### src/rtl/mem_access_pkg.sv
// ============================================================================
// Module   : mem_access_pkg
// Desc     : Shared constants, FSM state type and lane helpers for the
//            load/store front end.
// Revision : 1.0 - initial release
// ============================================================================
`default_nettype none
`timescale 1ns/1ps

package mem_access_pkg;

    localparam int ADDR_W_DEFAULT = 8;

    localparam logic [1:0] SIZE_BYTE = 2'b00;
    localparam logic [1:0] SIZE_HALF = 2'b01;
    localparam logic [1:0] SIZE_WORD = 2'b10;

    typedef enum logic [2:0] {
        ST_IDLE     = 3'd0,
        ST_LD_REQ   = 3'd1,
        ST_LD_DATA  = 3'd2,
        ST_ST_WORD  = 3'd3,
        ST_RMW_REQ  = 3'd4,
        ST_RMW_DATA = 3'd5,
        ST_RMW_WR   = 3'd6,
        ST_RESP     = 3'd7
    } state_t;

    // Memory write lanes are big-endian relative to the read lanes; swapping
    // keeps the logical view little-endian.
    function automatic logic [31:0] byte_swap32(input logic [31:0] w);
        return {w[7:0], w[15:8], w[23:16], w[31:24]};
    endfunction

endpackage

`default_nettype wire

### src/rtl/mem_lane_shifter.sv
// ============================================================================
// Module   : mem_lane_shifter
// Desc     : Combinational load extraction/extension and sub-word store merge.
// Revision : 1.0 - initial release
// ============================================================================
`default_nettype none
`timescale 1ns/1ps

module mem_lane_shifter
    import mem_access_pkg::*;
(
    input  logic [31:0] rdata,
    input  logic [1:0]  offset,
    input  logic [1:0]  size,
    input  logic        zero_ext,
    input  logic [31:0] wdata,
    output logic [31:0] load_data,
    output logic [31:0] merged
);

    logic [7:0]  w_byte;
    logic [15:0] w_half;
    logic        w_unused_wdata;

    assign w_unused_wdata = ^wdata[31:16];

    always_comb begin
        w_byte    = rdata[{offset, 3'b000} +: 8];
        w_half    = offset[1] ? rdata[31:16] : rdata[15:0];
        load_data = rdata;
        merged    = rdata;
        case (size)
            SIZE_BYTE: begin
                load_data = {{24{~zero_ext & w_byte[7]}}, w_byte};
                merged[{offset, 3'b000} +: 8] = wdata[7:0];
            end
            SIZE_HALF: begin
                load_data = {{16{~zero_ext & w_half[15]}}, w_half};
                if (offset[1]) begin
                    merged[31:16] = wdata[15:0];
                end else begin
                    merged[15:0] = wdata[15:0];
                end
            end
            default: begin
                load_data = rdata;
                merged    = rdata;
            end
        endcase
    end

endmodule

`default_nettype wire

### src/rtl/mem_access_unit.sv
// ============================================================================
// Module   : mem_access_unit
// Desc     : Single-outstanding load/store sequencer in front of a word-ported
//            data memory, with sub-word extraction and read-modify-write.
// Revision : 1.0 - initial release
// ============================================================================
`default_nettype none
`timescale 1ns/1ps

module mem_access_unit
    import mem_access_pkg::*;
#(
    parameter int ADDR_W = ADDR_W_DEFAULT
) (
    input  logic        clk,
    input  logic        rst,
    input  logic        req_valid,
    output logic        req_ready,
    input  logic        req_write,
    input  logic [1:0]  req_size,
    input  logic        req_unsigned,
    input  logic [31:0] req_addr,
    input  logic [31:0] req_wdata,
    output logic        resp_valid,
    output logic [31:0] resp_data,
    output logic        resp_err,
    output logic        busy,
    output logic [31:0] mem_addr,
    output logic [31:0] mem_wdata,
    output logic        mem_write,
    output logic        mem_read,
    input  logic [31:0] mem_rdata
);

    state_t      r_state;
    state_t      w_next;
    logic [31:0] r_addr;
    logic [1:0]  r_size;
    logic        r_zero_ext;
    logic [31:0] r_wdata;
    logic [31:0] r_merged;
    logic [31:0] r_resp_data;
    logic        r_err;

    logic        w_accept;
    logic        w_oor;
    logic        w_err;
    logic        w_rd;
    logic        w_wr;
    logic [31:0] w_load;
    logic [31:0] w_merged;

    assign w_accept = req_valid & (r_state == ST_IDLE);
    assign w_oor    = (req_addr >> ADDR_W) != 32'd0;
    assign w_err    = (req_size == 2'b11)
                    | ((req_size == SIZE_HALF) & req_addr[0])
                    | ((req_size == SIZE_WORD) & (req_addr[1:0] != 2'b00))
                    | w_oor;

    mem_lane_shifter u_lane_shifter (
        .rdata     (mem_rdata),
        .offset    (r_addr[1:0]),
        .size      (r_size),
        .zero_ext  (r_zero_ext),
        .wdata     (r_wdata),
        .load_data (w_load),
        .merged    (w_merged)
    );

    always_ff @(posedge clk) begin
        if (rst) begin
            r_state     <= ST_IDLE;
            r_addr      <= '0;
            r_size      <= '0;
            r_zero_ext  <= 1'b0;
            r_wdata     <= '0;
            r_merged    <= '0;
            r_resp_data <= '0;
            r_err       <= 1'b0;
        end else begin
            r_state <= w_next;
            if (w_accept) begin
                r_addr      <= req_addr;
                r_size      <= req_size;
                r_zero_ext  <= req_unsigned;
                r_wdata     <= req_wdata;
                r_err       <= w_err;
                r_resp_data <= '0;
            end
            if (r_state == ST_LD_DATA) begin
                r_resp_data <= w_load;
            end
            if (r_state == ST_RMW_DATA) begin
                r_merged <= w_merged;
            end
        end
    end

    always_comb begin
        w_next    = r_state;
        w_rd      = 1'b0;
        w_wr      = 1'b0;
        mem_addr  = '0;
        mem_wdata = '0;
        case (r_state)
            ST_IDLE: begin
                if (req_valid) begin
                    if (w_err) begin
                        w_next = ST_RESP;
                    end else if (!req_write) begin
                        w_next = ST_LD_REQ;
                    end else if (req_size == SIZE_WORD) begin
                        w_next = ST_ST_WORD;
                    end else begin
                        w_next = ST_RMW_REQ;
                    end
                end
            end
            ST_LD_REQ: begin
                w_rd     = 1'b1;
                mem_addr = {r_addr[31:2], 2'b00};
                w_next   = ST_LD_DATA;
            end
            ST_LD_DATA: begin
                mem_addr = {r_addr[31:2], 2'b00};
                w_next   = ST_RESP;
            end
            ST_ST_WORD: begin
                w_wr      = 1'b1;
                mem_addr  = {r_addr[31:2], 2'b00};
                mem_wdata = byte_swap32(r_wdata);
                w_next    = ST_RESP;
            end
            ST_RMW_REQ: begin
                w_rd     = 1'b1;
                mem_addr = {r_addr[31:2], 2'b00};
                w_next   = ST_RMW_DATA;
            end
            ST_RMW_DATA: begin
                mem_addr = {r_addr[31:2], 2'b00};
                w_next   = ST_RMW_WR;
            end
            ST_RMW_WR: begin
                w_wr      = 1'b1;
                mem_addr  = {r_addr[31:2], 2'b00};
                mem_wdata = byte_swap32(r_merged);
                w_next    = ST_RESP;
            end
            ST_RESP: begin
                w_next = ST_IDLE;
            end
            default: begin
                w_next = ST_IDLE;
            end
        endcase
    end

    // Gating with rst keeps a reset during RMW from corrupting memory.
    assign mem_read   = w_rd & ~rst;
    assign mem_write  = w_wr & ~rst;
    assign req_ready  = (r_state == ST_IDLE);
    assign busy       = (r_state != ST_IDLE);
    assign resp_valid = (r_state == ST_RESP);
    assign resp_err   = resp_valid & r_err;
    assign resp_data  = resp_valid ? r_resp_data : 32'd0;

endmodule

`default_nettype wire

### config.mk
export PLATFORM = sky130hd
export DESIGN_NAME = mem_access_unit
export DESIGN_NICKNAME = d
export VERILOG_FILES = /design/src/rtl/mem_access_pkg.sv /design/src/rtl/mem_lane_shifter.sv /design/src/rtl/mem_access_unit.sv
export SDC_FILE = /design/constraint.sdc
export NUM_CORES = 1
export LEC_CHECK = 0
export ABC_AREA = 0
export BUFFER_PORTS_ARGS = -buffer_cell sky130_fd_sc_hd__clkbuf_2
export CELL_PAD_IN_SITES_DETAIL_PLACEMENT = 0
export CELL_PAD_IN_SITES_GLOBAL_PLACEMENT = 1
export CORE_ASPECT_RATIO = 1.1
export CORE_UTILIZATION = 41
export DETAILED_ROUTE_END_ITERATION = 10
export MAX_ROUTING_LAYER = met4
export PLACE_DENSITY_LB_ADDON = 0.1
export SLEW_MARGIN = 20
export SYNTH_ARGS = -nofsm -noshare
export SYNTH_HDL_FRONTEND = slang
export SYNTH_SLANG_ARGS = --single-unit
### constraint.sdc
create_clock -name clk -period 3.8 [get_ports clk]
set_input_delay 0.57 -clock clk [delete_from_list [all_inputs] [get_ports clk]]
set_output_delay 0.57 -clock clk [all_outputs]
set_load 0.02 [all_outputs]
Yosys cells after proc, flatten, opt, wreduce, memory -nomap -nowiden
Index checks and enable logic that the tools add are counted.

cells by class
  add/subtract/negate cells = 1
  equality and inequality tests = 12
  shift operators = 3
  mux-type cells = 18
  bitwise gates (word level) = 13
  reduce and logical (&&, ||, !) cells = 10

operators by type and width
  cell                                                   count
  case mux 32 bit (2 select lines)                       3
  2-to-1 mux 32 bit                                      4
  2-to-1 mux 16 bit                                      3
  bitwise mux 32 bit                                     1
  nonzero test 32 bit                                    1
  variable shift 8 x 7 -> 32 bit (first input constant)  1
  indexed part select 32 x 6 -> 8 bit                    1
  indexed part select 8 x 7 -> 32 bit                    1
  case mux 3 bit (6 select lines)                        1
  == test 3 bit (second input constant)                  4
  2-to-1 mux 3 bit                                       4
  bitwise AND 1 bit                                      8
  negation 5 -> 7 bit                                    1
  == test 3 x 2 -> 1 bit (second input constant)         2
  OR reduction 6 bit                                     1
  == test 2 x 1 -> 1 bit (second input constant)         2
  == test 2 bit (second input constant)                  2
  nonzero test 2 bit                                     2
  OR reduction 2 bit                                     2
  == test 3 x 1 -> 1 bit (second input constant)         1
  zero test 3 bit                                        1
  bitwise OR 1 bit                                       3
  nonzero test 3 bit                                     1
  OR reduction 3 bit                                     1
  4 further kinds                                        6

storage, ports and cells
  flip-flop bits (word level) = 135
  input bits = 103
  output and inout port bits = 102
  logic and storage cells = 65

Depth between registers and ports, before layout
Gate-level depths: netlist (run 1).

  depth in word-level cells = 8
  depth in mapped cells = 8

Cells and area by module
Synthesis (run 1) repeated with hierarchy kept, for this count alone.

second synthesis, totals
  cell total of the unflattened synthesis = 1051
  area, all modules = 7553.5 um^2

modules (own cells, without submodules)
  module            instances  cells an instance  area each (um^2)
  mem_access_unit   1          738                5701.7
  mem_lane_shifter  1          313                1851.8

Least setup slack after synthesis (run 1)
OpenSTA, ideal clock, no wires.

  path kind = register to register
  from = reg r_addr[1]
  to = reg r_merged[0]
  setup time = 78 ps
  data arrival time = 2279 ps
  data required time = 3722 ps
  setup slack = 1443 ps
  stages on the path, launching flop included = 9
  cell sequence = dfxtp_1 buf_6 buf_2 clkinv_1 ha_1 or4b_1 a21oi_4 a221oi_1 nor3_1

on the way
  cells in the longest elaborated chain, start to end = 4

RTL lines
  element                                                                                RTL line                source
  start: declaration                                                                     mem_access_unit.sv:37   logic [31:0] r_addr;
  start signal: assignment                                                               mem_access_unit.sv:83   r_addr <= req_addr;
  negation 5 -> 7 bit                                                                    mem_lane_shifter.sv:35  merged[{offset, 3'b000} +: 8] = wdata[7:0];
  indexed part select 8 x 7 -> 32 bit or variable shift 8 x 7 -> 32 bit (tied branches)  mem_lane_shifter.sv:35
  bitwise mux 32 bit                                                                     mem_lane_shifter.sv:35
  case mux 32 bit (2 select lines) *                                                     mem_lane_shifter.sv:32  case (size)
  end signal: assignment                                                                 mem_access_unit.sv:94   r_merged <= w_merged;
  end: declaration                                                                       mem_access_unit.sv:41   logic [31:0] r_merged;

Every way passes the cells marked *; elsewhere a longest branch is shown, timed or not.
A chain may end at the register's enable or synchronous reset.

Worst setup path after layout (run 1)
  from = reg r_state[1]
  to = out mem_wdata[31]

on the way
  cells in the longest elaborated chain, start to end = 2

RTL lines
  element                                                  RTL line                source
  start: declaration                                       mem_access_unit.sv:35   state_t r_state;
  start signal: assignment                                 mem_access_unit.sv:81   r_state <= w_next;
  == test 3 bit or == test 3 x 2 -> 1 bit (tied branches)  mem_access_unit.sv:105  case (r_state)
  case mux 32 bit (2 select lines) *                       mem_access_unit.sv:105
  end: declaration                                         mem_access_unit.sv:29   output logic [31:0] mem_wdata,

Marks and branches as above.

==> run summary, run 1 <==
### Synth
• synth warn: 0
• summed instance area of the synthesized netlist: 6920 µm²
• Syn Inst Count: 855
• Synth area leaders: sky130_fd_sc_hd__dfxtp_1, sky130_fd_sc_hd__nand2_1, sky130_fd_sc_hd__a21oi_1, sky130_fd_sc_hd__and2_1, sky130_fd_sc_hd__a221oi_1
• post-synthesis cell type with the largest combined area: sky130_fd_sc_hd__dfxtp_1
• mean post-synth cell area: 8.09 µm²
• Async SR Flop Fraction: 0%
• number of distinct library cells after synthesis: 58
• top-area cell type share of the netlist area: 39.1%
• dominant register cell in the synthesized netlist: sky130_fd_sc_hd__dfxtp_1
• Yosys reg bits: 135
• share of synthesized area occupied by flip-flops and latches: 39.1%
• Post-synth EDFFs: 0

### Status
• outcome: finished clean

### Final layout
• final non-filler cell total: 1,236
• layout net count: 1,127
• layout overhead on the synthesized area: 24.2%
• most frequent standard cell in the layout excluding fill and tap cells: sky130_fd_sc_hd__clkbuf_2
• area occupied by multi-input gates: 3780 µm²
• post-layout util: 52.3%
• most used cells in the layout excluding fill and tap cells: sky130_fd_sc_hd__clkbuf_2, sky130_fd_sc_hd__nand2_1, sky130_fd_sc_hd__dfxtp_1, sky130_fd_sc_hd__a21oi_1, sky130_fd_sc_hd__and2_1
• post-route cell area: 8590 µm²
• register area: 2700 µm²
• number of filler cells placed in the layout: 1,696
• ratio of cells with drive above 1 in the final layout: 27.5%
• number of diodes added for antenna fixing: 0

### Floorplanning
• Die Span X: 126 µm
• vertical extent of the die: 138 µm
• Core ar.: 16,400 µm²
• ports placed on the boundary: 205
• number of cell rows: 49
• floorplan die area: 17,400 µm²
• starting utilization of the core area: 42.1%

### Timing
• worst clock skew on the final layout: 7.31 ps
• Slew @ Worst Pin: 1090 ps
• setup violation total in the final timing report: 0
• time the worst path needs with I/O delays and setup: 3080 ps
• final worst-path cycle share: 81.1%
• fmax: 0.324 GHz
• Worst slew margin: 27.0%
• final count of pins violating max slew: 0
• number of hold violations in the final report: 0
• final-layout worst hold slack: 367 ps
• unrepaired setup endpoints after global routing: no
• post-layout worst setup margin: 717 ps
• setup_tns: 0 ps

### Placed design
• HPWL after detailed placement: 16.2 mm
• worst setup slack after placement: 1010 ps
• final weighted congestion in routability-driven placement: 0.830
• area of placed instances: 7980 µm²
• number of placed instances, taps included: 1,204
• total of buffers placed on input and output ports: 202

### Drt
• violation count after the first detailed-route iteration: 466
• number of optimization iterations in the first detailed-route pass: 5
• antenna viol nets, final: 0
• Vias: 6,917
• DRC violations left: 0
• per-cell via count in the routed design: 5.60
• routed length per instance: 18.3 µm
• routed wire length: 22.6 mm

### Setup path
• endpoint required time on the critical path: 3230 ps
• startpoint class of the critical path: register
• Crit. End Element: primary output
• Worst Setup Path Type: register to primary output
• highest fanout seen on the critical path: 25
• WP data arrival: 2510 ps

### Clock tree
• hold bufs inserted after CTS: 0
• deepest clock path buffer count: 2
• TritonCTS Buffers: 17
• Reg clk slew, reported paths: 60 ps
• Skew-Pair Late Insertion Delay: 420 ps
• number of sinks on the clock net: 135
• number of setup buffers added after CTS: 0
• level count of the clock H-tree: 4
• CTS tree: yes
• clock root buffer: sky130_fd_sc_hd__clkbuf_16
• CTS-repair resized insts: 0

### Global route
• Overall Global Routing Usage: 27.0%
• wire length of the first global-routing pass: 35.7 mm
• maximum number of pins on one net before global-route repair: 59
• number of global-route vias before repair: 6,520
• total global routing overflow: 0
• antenna violations before repair: 0

### Run
• count of max-cap constraint violations: 0

### Pwr
• total power draw: 4.02 mW
• Max IR drop VDD: 289 µV
• cell area power density: 468 nW/µm²
• static power due to leakage: 3.58 nW

### Min path
• type of the most critical hold path: primary input to register

-- report_power, final --
group	leakage, nW	switching, mW	total (mW)	internal (mW)
Clock	0.289	0.659	1.71	1.05
Combinational	2.19	0.436	0.687	0.251
Sequential	1.10	0.0977	1.62	1.52
Total	3.58	1.19	4.02	2.83
-- logic make-up (layout without fill, tap and decap cells) --
kind of cell	after synthesis	after routing	synth area share (%)
XOR/XNOR	2	2	0.253
flip-flops	135	135	39.1
AO/OA/AOI/OAI	259	259	27.1
other	1	2	0.0542
multiplexers	18	18	3.06
AND/OR/NAND/NOR	336	336	23.1
adder cells (fa/ha/maj)	5	5	0.905
buffers and inverters	99	275	6.44
-- layer usage --
| layer | track usage [%] | up-vias | share of wire, % |
|---|---|---|---|
| met5 | - | - | 0 |
| met4 | 11.2 | 0 | 2.9 |
| met3 | 4.80 | 46 | 5.8 |
| met2 | 42.8 | 263 | 47 |
| met1 | 33.9 | 3238 | 44 |
| li1 | - | 3370 | - |
-- worst paths after layout --
check | start | to | slack [ps] | depth (start not counted)
min reg2reg | r_resp_data[12]$_SDFFE_PP0P_ | r_resp_data[12]$_SDFFE_PP0P_ | 440 | 1
max | r_state[1]$_SDFFE_PP0P_ | mem_wdata[31] | 720 | 5
max reg2reg | r_addr[0]$_SDFFE_PP0P_ | r_merged[2]$_SDFFE_PP0P_ | 940 | 6
min | req_wdata[14] | r_wdata[14]$_SDFFE_PP0P_ | 370 | 3
-- state kept, by name, summed over array words and instances (netlist names) --
signal	flops
r_addr	32
r_err	1
r_merged	32
r_resp_data	32
r_size	2
r_state	3
r_wdata	32
r_zero_ext	1
-- Yosys cell counts, types with 2 or more instances --
cell and instances:
sky130_fd_sc_hd__nand2_1 170, sky130_fd_sc_hd__dfxtp_1 135, sky130_fd_sc_hd__a21oi_1 81, sky130_fd_sc_hd__and2_1 64, sky130_fd_sc_hd__nor2_1 46, sky130_fd_sc_hd__a221oi_1 41
sky130_fd_sc_hd__a22o_1 40, sky130_fd_sc_hd__clkbuf_1 40, sky130_fd_sc_hd__buf_2 25, sky130_fd_sc_hd__inv_1 22, sky130_fd_sc_hd__a22oi_1 21, sky130_fd_sc_hd__nor3_1 20
sky130_fd_sc_hd__a211oi_1 17, sky130_fd_sc_hd__a21o_1 10, sky130_fd_sc_hd__a21oi_2 10, sky130_fd_sc_hd__nand2b_1 9, sky130_fd_sc_hd__o22ai_1 9, sky130_fd_sc_hd__mux2i_1 8
sky130_fd_sc_hd__o211ai_1 8, sky130_fd_sc_hd__o2bb2ai_1 8, sky130_fd_sc_hd__mux2_2 7, sky130_fd_sc_hd__nor4_1 6, sky130_fd_sc_hd__buf_1 5, sky130_fd_sc_hd__ha_1 5
sky130_fd_sc_hd__a222oi_1 3, sky130_fd_sc_hd__buf_4 3, sky130_fd_sc_hd__nand3b_1 3, sky130_fd_sc_hd__o21ai_0 3, sky130_fd_sc_hd__and3_1 2, sky130_fd_sc_hd__buf_6 2
sky130_fd_sc_hd__mux2_4 2, sky130_fd_sc_hd__nor2b_1 2, sky130_fd_sc_hd__or4b_1 2, sky130_fd_sc_hd__xnor2_1 2
-- critical path, cell delays in order, from the launching register on --
cell and delay, ps:
sky130_fd_sc_hd__dfxtp_1 570, sky130_fd_sc_hd__inv_1 210, sky130_fd_sc_hd__nor3b_2 540, sky130_fd_sc_hd__buf_4 400, sky130_fd_sc_hd__a22o_1 190, sky130_fd_sc_hd__clkbuf_2 190
-- cell type report --
cell class	count	share of cell area [%]
Tap cell	204	2.97
Sequential cell	135	31.5
Timing Repair Buffer	220	13.4
Clock buffer	18	5.11
Clock inverter	14	2.03
Multi-Input combinational cell	622	44.0
Inverter	23	1.01
Power figures use the tool's default switching activity.
==> run 2, diff against run 1 <==
CORE_UTILIZATION = 34   (was 41)
clock period = 2.64 ns   (was 3.8 ns; I/O delays follow)
==> run 2 against run 1 <==
Worst hold slack worse by 180 ps. Sequential power up 43%. Clock power up 33%. Global-route usage down 2.7 points. Critical path type unchanged.
==> run summary, run 2 (synthesis results as in run 1) <==
### Status
• outcome: finished clean

### Placed design
• HPWL after detailed placement: 17.4 mm
• final weighted congestion in routability-driven placement: 0.862
• area of placed instances: 8110 µm²
• total of buffers placed on input and output ports: 202

### Min path
• worst min-delay path startpoint: req_wdata[25]
• Hold Path Cell Cnt: 3
• endpoint with the worst hold slack: r_wdata[25]$_SDFFE_PP0P_
• type of the most critical hold path: primary input to register

### Clock tree
• deepest clock path buffer count: 2
• CTS tree: yes
• number of setup buffers added after CTS: 0
• hold bufs inserted after CTS: 0
• level count of the clock H-tree: 4
• TritonCTS Buffers: 17
• clock root buffer: sky130_fd_sc_hd__clkbuf_16
• number of sinks on the clock net: 135
• Skew-Pair Late Insertion Delay: 420 ps
• Reg clk slew, reported paths: 60 ps

### Drt
• routed length per instance: 19.0 µm
• Vias: 6,936
• DRC violations left: 0
• violation count after the first detailed-route iteration: 470
• number of optimization iterations in the first detailed-route pass: 5
• antenna viol nets, final: 0
• routed wire length: 24.5 mm
• per-cell via count in the routed design: 5.37

### Floorplanning
• starting utilization of the core area: 34.8%
• number of cell rows: 54
• vertical extent of the die: 152 µm
• Die Span X: 138 µm
• Core ar.: 19,900 µm²
• floorplan die area: 20,900 µm²
• ports placed on the boundary: 205

### Final layout
• ratio of cells with drive above 1 in the final layout: 28.1%
• post-route cell area: 8670 µm²
• most frequent standard cell in the layout excluding fill and tap cells: sky130_fd_sc_hd__clkbuf_2
• number of filler cells placed in the layout: 2,118
• layout net count: 1,135
• layout overhead on the synthesized area: 25.3%
• most used cells in the layout excluding fill and tap cells: sky130_fd_sc_hd__clkbuf_2, sky130_fd_sc_hd__nand2_1, sky130_fd_sc_hd__dfxtp_1, sky130_fd_sc_hd__a21oi_1, sky130_fd_sc_hd__and2_1
• number of diodes added for antenna fixing: 0

### Global route
• antenna violations before repair: 0
• Overall Global Routing Usage: 24.3%
• total global routing overflow: 0
• maximum number of pins on one net before global-route repair: 75
• number of global-route vias before repair: 6,420
• wire length of the first global-routing pass: 36.8 mm

### Pwr
• static power due to leakage: 3.60 nW
• total power draw: 5.64 mW
• Max IR drop VDD: 476 µV
• cell area power density: 650 nW/µm²

### Setup path
• slowest CP cell: sky130_fd_sc_hd__dfxtp_1
• Crit. End Element: primary output
• Worst Setup Path Type: register to primary output
• endpoint required time on the critical path: 2240 ps
• worst path cell trace: nor3_2 -> buf_4 -> nor2_1 -> buf_4 -> and2_1 -> clkbuf_2
• reg-to-reg startpoint: r_addr[0]$_SDFFE_PP0P_
• startpoint class of the critical path: register
• WP data arrival: 2050 ps
• cells on worst reg2reg path: 5
• worst r2r dst: r_resp_data[13]$_SDFFE_PP0P_
• most frequent CP cell: sky130_fd_sc_hd__buf_4
• Reg2Reg Setup Slack: 460 ps
• Largest stage delay, worst path: 640 ps
• highest fanout seen on the critical path: 30

### Timing
• setup_tns: 0 ps
• time the worst path needs with I/O delays and setup: 2440 ps
• final-layout worst hold slack: 189 ps
• final count of pins violating max slew: 0
• unrepaired setup endpoints after global routing: no
• Slew @ Worst Pin: 878 ps
• worst clock skew on the final layout: 6.23 ps
• setup violation total in the final timing report: 0
• fmax: 0.409 GHz
• final worst-path cycle share: 92.5%
• number of hold violations in the final report: 0
• Worst slew margin: 41.5%

### Run
• count of max-cap constraint violations: 0

## run 2: cell types whose count changed in the layout (fill, tap and decap cells not counted)
cell	previous run	this run
sky130_fd_sc_hd__clkbuf_1	0	1
sky130_fd_sc_hd__bufinv_16	3	1
sky130_fd_sc_hd__buf_12	0	1
sky130_fd_sc_hd__buf_4	19	26
sky130_fd_sc_hd__dfxtp_2	0	2
sky130_fd_sc_hd__clkbuf_8	1	2
sky130_fd_sc_hd__inv_6	3	1
sky130_fd_sc_hd__clkinvlp_4	4	2
sky130_fd_sc_hd__clkinv_4	2	3
sky130_fd_sc_hd__clkinv_2	2	4
sky130_fd_sc_hd__dfxtp_1	135	133
## run 2: final cells by class
cell class                      count  area, µm²  share of cell area, %
Multi-Input combinational cell    622       3780                   43.6
Sequential cell                   135       2710                   31.2
Timing Repair Buffer              228       1220                   14.1
Clock buffer                       20        457                   5.27
Tap cell                          252        315                   3.64
Clock inverter                     11        100                   1.15
Inverter                           23       86.3                  0.996
## run 2: layer usage
| metal | wire (µm) | vias up | GRT usage [%] |
|---|---|---|---|
| li1 | - | 3384 | - |
| met3 | 1480 | 40 | 4.89 |
| met1 | 11000 | 3261 | 31.6 |
| met4 | 662 | 0 | 8.97 |
| met5 | 0 | - | - |
| met2 | 11300 | 251 | 36.9 |
## run 2: worst max-delay path, delay by kind of cell, from the launching register on
| family | cells | cell delay, ps |
|---|---|---|
| buf+inv | 3 | 600 |
| flops | 1 | 640 |
| simple gates | 3 | 360 |
## run 2: through the flow
stage                     cells  util, %  setup slack [ps]
final                      1291     43.6               197
after global routing       1291     43.6              4.02
after CTS                  1291     43.6              30.2
after detailed placement   1260     40.8               484
after global placement     1260     40.8               498
after floorplan             856        -               283
## run 2: where the power goes
group | switching [mW] | internal, mW | total [mW]
combinational | 0.653 | 0.378 | 1.03
sequential | 0.135 | 2.19 | 2.32
clock | 0.941 | 1.34 | 2.28
## run 2: how the worst max path moves through the flow
stage,start,end,slack [ps]
after detailed placement,r_addr[0]$_SDFFE_PP0P_,r_resp_data[13]$_SDFFE_PP0P_,480
after CTS,r_state[1]$_SDFFE_PP0P_,mem_write,30
after global placement,r_state[1]$_SDFFE_PP0P_,mem_write,500
final,r_state[2]$_SDFFE_PP0P_,mem_addr[3],200
after global routing,r_state[2]$_SDFFE_PP0P_,mem_addr[26],4
after floorplan,r_addr[1]$_SDFFE_PP0P_,r_merged[0]$_SDFFE_PP0P_,280
## run 2: timing repair
action / CTS / global route
endpoints found under the setup margin: 0 / 49
hold endpoints to repair: 0 / 0
gates resized for setup: 0 / 2
